--- config.mk ---
export PLATFORM = sky130hd
export DESIGN_NAME = diff_frame_sync_flat
export DESIGN_NICKNAME = d
export VERILOG_FILES = /design/src/rtl/diff_frame_sync_if.sv /design/src/rtl/diff_frame_sync.sv /design/src/flat_wrapper.sv
export SDC_FILE = /design/constraint.sdc
export NUM_CORES = 1
export LEC_CHECK = 0
export BUFFER_PORTS_ARGS = -buffer_cell sky130_fd_sc_hd__buf_4
export CORE_MARGIN = 2
export CORE_UTILIZATION = 25
export CTS_BUF_LIST = sky130_fd_sc_hd__clkbuf_8
export CTS_CLUSTER_DIAMETER = 150
export CTS_CLUSTER_SIZE = 28
export DETAILED_ROUTE_END_ITERATION = 10
export HOLD_SLACK_MARGIN = 0.12
export SYNTH_ARGS = -nofsm -noshare
export SYNTH_HDL_FRONTEND = slang
export SYNTH_SLANG_ARGS = --single-unit
--- constraint.sdc ---
create_clock -name clk -period 6.6 [get_ports clk]
set_input_delay 0 -clock clk [delete_from_list [all_inputs] [get_ports clk]]
set_output_delay 0 -clock clk [all_outputs]
set_load 0.01 [all_outputs]
--- src/rtl/diff_frame_sync_if.sv ---
// Purpose : bundles the serial input and aligned parallel outputs of diff_frame_sync.
// Latency : n/a (wiring only).
// Backpressure: none; the receive stream runs one bit per clock with no stall path.
// Ports   : en, data_in (to the framer); word, word_valid, frame_start, locked,
//           state, sync_err_cnt (from the framer).
interface diff_frame_sync_if #(
  parameter int WORD_W = 16
);
  logic              en;
  logic              data_in;
  logic [WORD_W-1:0] word;
  logic              word_valid;
  logic              frame_start;
  logic              locked;
  logic [1:0]        state;
  logic [7:0]        sync_err_cnt;

  // master: the side that feeds bits in and consumes aligned words
  modport master (
    output en, data_in,
    input  word, word_valid, frame_start, locked, state, sync_err_cnt
  );

  // slave: the framer itself
  modport slave (
    input  en, data_in,
    output word, word_valid, frame_start, locked, state, sync_err_cnt
  );
endinterface

--- src/rtl/diff_frame_sync.sv ---
// Purpose : serial frame synchroniser; hunts for SYNC_WORD, verifies, locks, emits payload words.
// Latency : word/word_valid appear 1 cycle after the payload-word boundary.
// Backpressure: none; one bit is consumed every clock, outputs are strobes.
// Ports   : clk (recovered rx clock), rst (async, active high), bus (slave modport:
//           en, data_in in; word, word_valid, frame_start, locked, state, sync_err_cnt out).
module diff_frame_sync #(
  parameter int                WORD_W      = 16,
  parameter logic [WORD_W-1:0] SYNC_WORD   = WORD_W'(16'hA55A),
  parameter int                FRAME_WORDS = 4,
  parameter int                LOCK_HITS   = 2,
  parameter int                LOSS_MISSES = 2
) (
  input  logic                clk,
  input  logic                rst,
  diff_frame_sync_if.slave    bus
);
  localparam int PH_W = $clog2(WORD_W);
  localparam int SL_W = $clog2(FRAME_WORDS + 1);
  localparam logic [PH_W-1:0] PH_LAST = PH_W'(WORD_W - 1);
  localparam logic [SL_W-1:0] SL_LAST = SL_W'(FRAME_WORDS);
  localparam logic [3:0]      LOCK_N  = 4'(LOCK_HITS);
  localparam logic [3:0]      LOSS_N  = 4'(LOSS_MISSES);

  typedef enum logic [1:0] {
    ST_HUNT   = 2'd0,
    ST_VERIFY = 2'd1,
    ST_LOCKED = 2'd2
  } state_t;

  state_t            state_q, state_d;
  logic [WORD_W-1:0] sr_q, sr_d;
  logic [WORD_W-1:0] word_q, word_d;
  logic [PH_W-1:0]   phase_q, phase_d;
  logic [SL_W-1:0]   slot_q, slot_d, slot_next;
  logic [3:0]        hit_cnt_q, hit_cnt_d, hit_inc;
  logic [3:0]        miss_cnt_q, miss_cnt_d, miss_inc;
  logic [7:0]        sync_err_cnt_q, sync_err_cnt_d;
  logic              word_valid_q, word_valid_d;
  logic              frame_start_q, frame_start_d;
  logic              locked_q, locked_d;
  logic              sync_hit, boundary;

  always_comb begin
    sr_d           = {sr_q[WORD_W-2:0], bus.data_in};
    state_d        = state_q;
    word_d         = word_q;
    phase_d        = phase_q;
    slot_d         = slot_q;
    hit_cnt_d      = hit_cnt_q;
    miss_cnt_d     = miss_cnt_q;
    sync_err_cnt_d = sync_err_cnt_q;
    word_valid_d   = 1'b0;
    frame_start_d  = 1'b0;

    sync_hit  = (sr_q == SYNC_WORD);
    boundary  = (state_q != ST_HUNT) && (phase_q == PH_LAST);
    slot_next = (slot_q == SL_LAST) ? '0 : slot_q + 1'b1;
    hit_inc   = hit_cnt_q + 4'd1;
    miss_inc  = miss_cnt_q + 4'd1;

    if (!bus.en) begin
      state_d    = ST_HUNT;
      phase_d    = '0;
      slot_d     = '0;
      hit_cnt_d  = '0;
      miss_cnt_d = '0;
    end else begin
      // Word phase free-runs once aligned; a HUNT match below re-seeds it.
      if (state_q != ST_HUNT) begin
        phase_d = (phase_q == PH_LAST) ? '0 : phase_q + 1'b1;
      end

      case (state_q)
        ST_HUNT: begin
          if (sync_hit) begin
            // sr already holds the sync word, so the next word completes WORD_W cycles later.
            slot_d    = SL_W'(1);
            phase_d   = '0;
            hit_cnt_d = 4'd1;
            if (LOCK_HITS == 1) begin
              state_d    = ST_LOCKED;
              miss_cnt_d = '0;
            end else begin
              state_d = ST_VERIFY;
            end
          end
        end

        ST_VERIFY: begin
          if (boundary) begin
            slot_d = slot_next;
            if (slot_q == '0) begin
              if (sync_hit) begin
                hit_cnt_d = hit_inc;
                if (hit_inc == LOCK_N) begin
                  state_d    = ST_LOCKED;
                  miss_cnt_d = '0;
                end
              end else begin
                state_d   = ST_HUNT;
                hit_cnt_d = '0;
              end
            end
          end
        end

        ST_LOCKED: begin
          if (boundary) begin
            slot_d = slot_next;
            if (slot_q == '0) begin
              if (sync_hit) begin
                miss_cnt_d = '0;
              end else begin
                miss_cnt_d = miss_inc;
                if (sync_err_cnt_q != 8'hFF) begin
                  sync_err_cnt_d = sync_err_cnt_q + 8'd1;
                end
                if (miss_inc == LOSS_N) begin
                  state_d    = ST_HUNT;
                  hit_cnt_d  = '0;
                  miss_cnt_d = '0;
                end
              end
            end else begin
              word_d        = sr_q;
              word_valid_d  = 1'b1;
              frame_start_d = (slot_q == SL_W'(1));
            end
          end
        end

        default: state_d = ST_HUNT;
      endcase
    end

    // Registered off the next state so locked tracks state on the same edge.
    locked_d = (state_d == ST_LOCKED);
  end

  always_ff @(posedge clk or posedge rst) begin
    if (rst) begin
      state_q        <= ST_HUNT;
      sr_q           <= '0;
      word_q         <= '0;
      phase_q        <= '0;
      slot_q         <= '0;
      hit_cnt_q      <= '0;
      miss_cnt_q     <= '0;
      sync_err_cnt_q <= '0;
      word_valid_q   <= 1'b0;
      frame_start_q  <= 1'b0;
      locked_q       <= 1'b0;
    end else begin
      state_q        <= state_d;
      sr_q           <= sr_d;
      word_q         <= word_d;
      phase_q        <= phase_d;
      slot_q         <= slot_d;
      hit_cnt_q      <= hit_cnt_d;
      miss_cnt_q     <= miss_cnt_d;
      sync_err_cnt_q <= sync_err_cnt_d;
      word_valid_q   <= word_valid_d;
      frame_start_q  <= frame_start_d;
      locked_q       <= locked_d;
    end
  end

  assign bus.word         = word_q;
  assign bus.word_valid   = word_valid_q;
  assign bus.frame_start  = frame_start_q;
  assign bus.locked       = locked_q;
  assign bus.state        = state_q;
  assign bus.sync_err_cnt = sync_err_cnt_q;
endmodule

--- src/flat_wrapper.sv ---
// flat-port wrapper written by rule: the top's interface ports become plain ports
module diff_frame_sync_flat 
#(
  parameter int                WORD_W      = 16,
  parameter logic [WORD_W-1:0] SYNC_WORD   = WORD_W'(16'hA55A),
  parameter int                FRAME_WORDS = 4,
  parameter int                LOCK_HITS   = 2,
  parameter int                LOSS_MISSES = 2
)
  (clk, rst, bus_en, bus_data_in, bus_word, bus_word_valid, bus_frame_start, bus_locked, bus_state, bus_sync_err_cnt);
  diff_frame_sync_if #(.WORD_W(WORD_W)) bus_i ();
  input  logic clk;
  input  logic rst;
  input wire logic [$bits(bus_i.en)-1:0] bus_en;
  input wire logic [$bits(bus_i.data_in)-1:0] bus_data_in;
  output wire logic [$bits(bus_i.word)-1:0] bus_word;
  output wire logic [$bits(bus_i.word_valid)-1:0] bus_word_valid;
  output wire logic [$bits(bus_i.frame_start)-1:0] bus_frame_start;
  output wire logic [$bits(bus_i.locked)-1:0] bus_locked;
  output wire logic [$bits(bus_i.state)-1:0] bus_state;
  output wire logic [$bits(bus_i.sync_err_cnt)-1:0] bus_sync_err_cnt;
  assign bus_i.en = bus_en;
  assign bus_i.data_in = bus_data_in;
  assign bus_word = bus_i.word;
  assign bus_word_valid = bus_i.word_valid;
  assign bus_frame_start = bus_i.frame_start;
  assign bus_locked = bus_i.locked;
  assign bus_state = bus_i.state;
  assign bus_sync_err_cnt = bus_i.sync_err_cnt;
  diff_frame_sync #(.WORD_W(WORD_W), .SYNC_WORD(SYNC_WORD), .FRAME_WORDS(FRAME_WORDS), .LOCK_HITS(LOCK_HITS), .LOSS_MISSES(LOSS_MISSES)) u_core (.clk(clk), .rst(rst), .bus(bus_i));
endmodule
==> flow_summary.toml <==
[logic_synthesis]
synth-seq-area-share_pct = 53.91
netlist_area_mm2 = 0.002785
synth-edff-count = 0
synth_most_common_cell = "dfrtp_1"
avgSynthCellArea_um2 = 11.95
yosys.cell_types.count = 52
synth_seq_cells = 60
synth_nets = 250
synth_top_area_cell = "dfrtp_1"
synth.top_cell.area_share_pct = 53.91
ys.flop_type = "dfrtp_1"
synth.area.top_cells = "dfrtp_1 (54%), mux2_2 (6.9%), ha_1 (5.8%)"
synthArstFlopShare_pct = 100.0
synth_common_cells = "dfrtp_1 (60), mux2_2 (17), nor2_1 (17)"
yosys_warnings = 0
syn_inst = 233

[die]
row_count = 38
core_mm2 = 0.01084
die_h_um = 109.6
die_w_um = 109.6
initial_utilization_pct = 25.69
pin_count = 33
die_area_mm2 = 0.01200

[detailed_routing]
vias_per_cell = 4.467
first_iter_violations = 84
vias = 1876
final_antenna_net_count = 0
first_pass_iters = 5
drc = 0
drt_wl_total_um = 5559
wire_per_inst_um = 13.24

[timing]
finalHoldViolCount = 0
tightestPinTransition_ns = 0.7529
setup_viol = 0
finalCriticalPeriod_ns = 2.749
drv_slew = 0
relSlewSlack_pct = 49.43
final.setup.tns_ns = 0
fin_crit_sh_pct = 41.65
rsz0062_at_grt = "false"
finClkSkew_ns = 0.006190
clock.fmax_mhz = 363.8

[final_layout]
drive_above_1_share_pct = 28.57
area_growth_pct = 23.14
antennaDiodeCount = 0
layoutNonFillerInstCount = 420
layout.nets = 294
design_area_mm2 = 0.003430

[place]
dp_cells = 403
place_area_mm2 = 0.003191
gp_congestion = 0.8460
dpl.hpwl_um = 3877
io_buffers = 32

[grt]
grt_pass1_wl_um = 9425
grt_max_degree = 61
grt_usage_pct = 10.24
gr-total-overflow = 0
grt_pass1_vias = 1924
antenna_found_initial = 0

[setup_path]
cp.required_ns = 6.85
end_kind = "flip-flop"
r2r-end = "u_core.hit_cnt_q[2]"
critPathKind = "flip-flop to flip-flop"
r2r_slack_ns = 3.85
worstPathMaxFanout = 12
cp-start-kind = "flip-flop"
reg2reg_depth = 6
critical_path.startpoint = "u_core.sr_q[0]"
r2r-start = "u_core.sr_q[0]"
cp.arrival_ns = 3.00

[hold_path]
worstHoldPathType = "primary input to flip-flop"
holdPathStages = 2
min_to = "u_core.sr_q[0]"
min_from = "bus_data_in"

[clock_tree]
cts-root-buf = "clkbuf_8"
postCtsResizedCells = 0
clockBufferDepth = 2
postCtsSetupRepairBufs = 0
clock_sinks = 60
clkSlewWorstSetupHoldPaths_ns = 0.06
cts_buffers = 9
htreeDepth = 3
cts_tree = "done"
clock_latency_ns = 0.34

[pwr]
irDropWorstVdd_mv = 0.1120
p_leak_nw = 1.600
power_density_mw_per_mm2 = 215.8
finalPower_uw = 740.0

[run]
max_cap_viol_count = 0

[status]
status = "complete, no violations"
-- power breakdown --
part           internal, mW  total [mW]  leakage [nW]  switching [mW]
Combinational       0.00424      0.0149         0.696          0.0107
Sequential            0.373       0.377         0.796         0.00397
Clock                 0.212       0.348         0.108           0.137
-- layout by cell type (no fill, tap or decap), drive strengths merged, types with 2 or more instances in the layout --
cell / n
a21oi: 10
a31oi: 2
and2: 4
and4: 2
buf: 34
clkbuf: 13
dfrtp: 60
dlygate4sd3: 3
ha: 13
inv: 11
mux2: 17
mux2i: 3
nand2: 12
nand2b: 4
nand3: 9
nand4: 2
nand4b: 4
nand4bb: 2
nor2: 17
nor2b: 5
nor3: 4
nor4: 3
o211ai: 2
o21ai: 10
o31ai: 3
or3: 2
or4: 2
xnor2: 6
xor2: 6
-- registers in the layout, summed over array words and instances, names as in the netlist --
| signal | cells |
|---|---|
| u_core.bus.frame_start | 1 |
| u_core.bus.locked | 1 |
| u_core.bus.state | 2 |
| u_core.bus.sync_err_cnt | 8 |
| u_core.bus.word | 16 |
| u_core.bus.word_valid | 1 |
| u_core.hit_cnt_q | 4 |
| u_core.miss_cnt_q | 4 |
| u_core.phase_q | 4 |
| u_core.slot_q | 3 |
| u_core.sr_q | 16 |
-- how the worst max path moves through the flow --
| stage | endpoint | slack (ns) | cells past startpoint |
|---|---|---|---|
| after floorplan | u_core.bus.word[0] | 4.34 | 6 |
| after global placement | u_core.hit_cnt_q[2] | 3.93 | 6 |
| after detailed placement | u_core.hit_cnt_q[2] | 3.87 | 6 |
| after CTS | u_core.hit_cnt_q[2] | 3.85 | 6 |
| after global routing | u_core.hit_cnt_q[2] | 3.64 | 6 |
| final | u_core.hit_cnt_q[2] | 3.85 | 6 |
-- per-layer routing --
layer  global-route usage, %  wire length (um)  vias to the layer above  part of all wire (%)
met5                       0                 0                        -                     0
met2                   14.86              2515                       50                    45
met1                   13.22              2626                      906                    47
met3                   3.972               270                        9                   4.9
met4                   5.154               146                        0                   2.6
li1                        -                 -                      911                     -
-- cell type report --
type	instances	area (um2)
Clock inverter	1	30.03
Multi-Input combinational cell	157	1214
Tap cell	140	175.2
Sequential cell	60	1501
Fill cell	1118	7411
Timing Repair Buffer	37	285.3
Clock buffer	13	178.9
Inverter	12	45.04
-- metrics by stage --
step                      setup WS, ns  utilization (%)  hold slack [ns]
final                            3.851            31.64           0.3154
after floorplan                  4.343                -          0.03143
after global placement           3.932            29.43           0.1145
after CTS                        3.854            31.64           0.3002
after detailed placement         3.872            29.43           0.1127
after global routing             3.639            31.64           0.3117
-- logic make-up (layout without fill, tap and decap cells) --
family / count (synthesis) / count (layout) / share of synthesized area [%]
simple gates: 77 / 77 / 17.48
flops: 60 / 60 / 53.91
compound gates: 35 / 35 / 8.536
mux: 20 / 20 / 7.951
buf+inv: 16 / 63 / 2.515
fa+ha+maj: 13 / 13 / 5.840
xor+xnor: 12 / 12 / 3.774
-- worst max-delay path: stages (launching register included) --
cell and delay [ns]:
dfrtp_1 0.39, or4b_4 0.55, nor4_4 0.58, mux2i_1 0.26, o211ai_1 0.21, or4_1 0.52
a21oi_1 0.16
-- repair_timing --
action	CTS	global route
setup endpoints to repair	0	0
hold endpoints to repair	73	0
hold buffers	3	0
No activity file was read; power rests on OpenSTA's default activity.
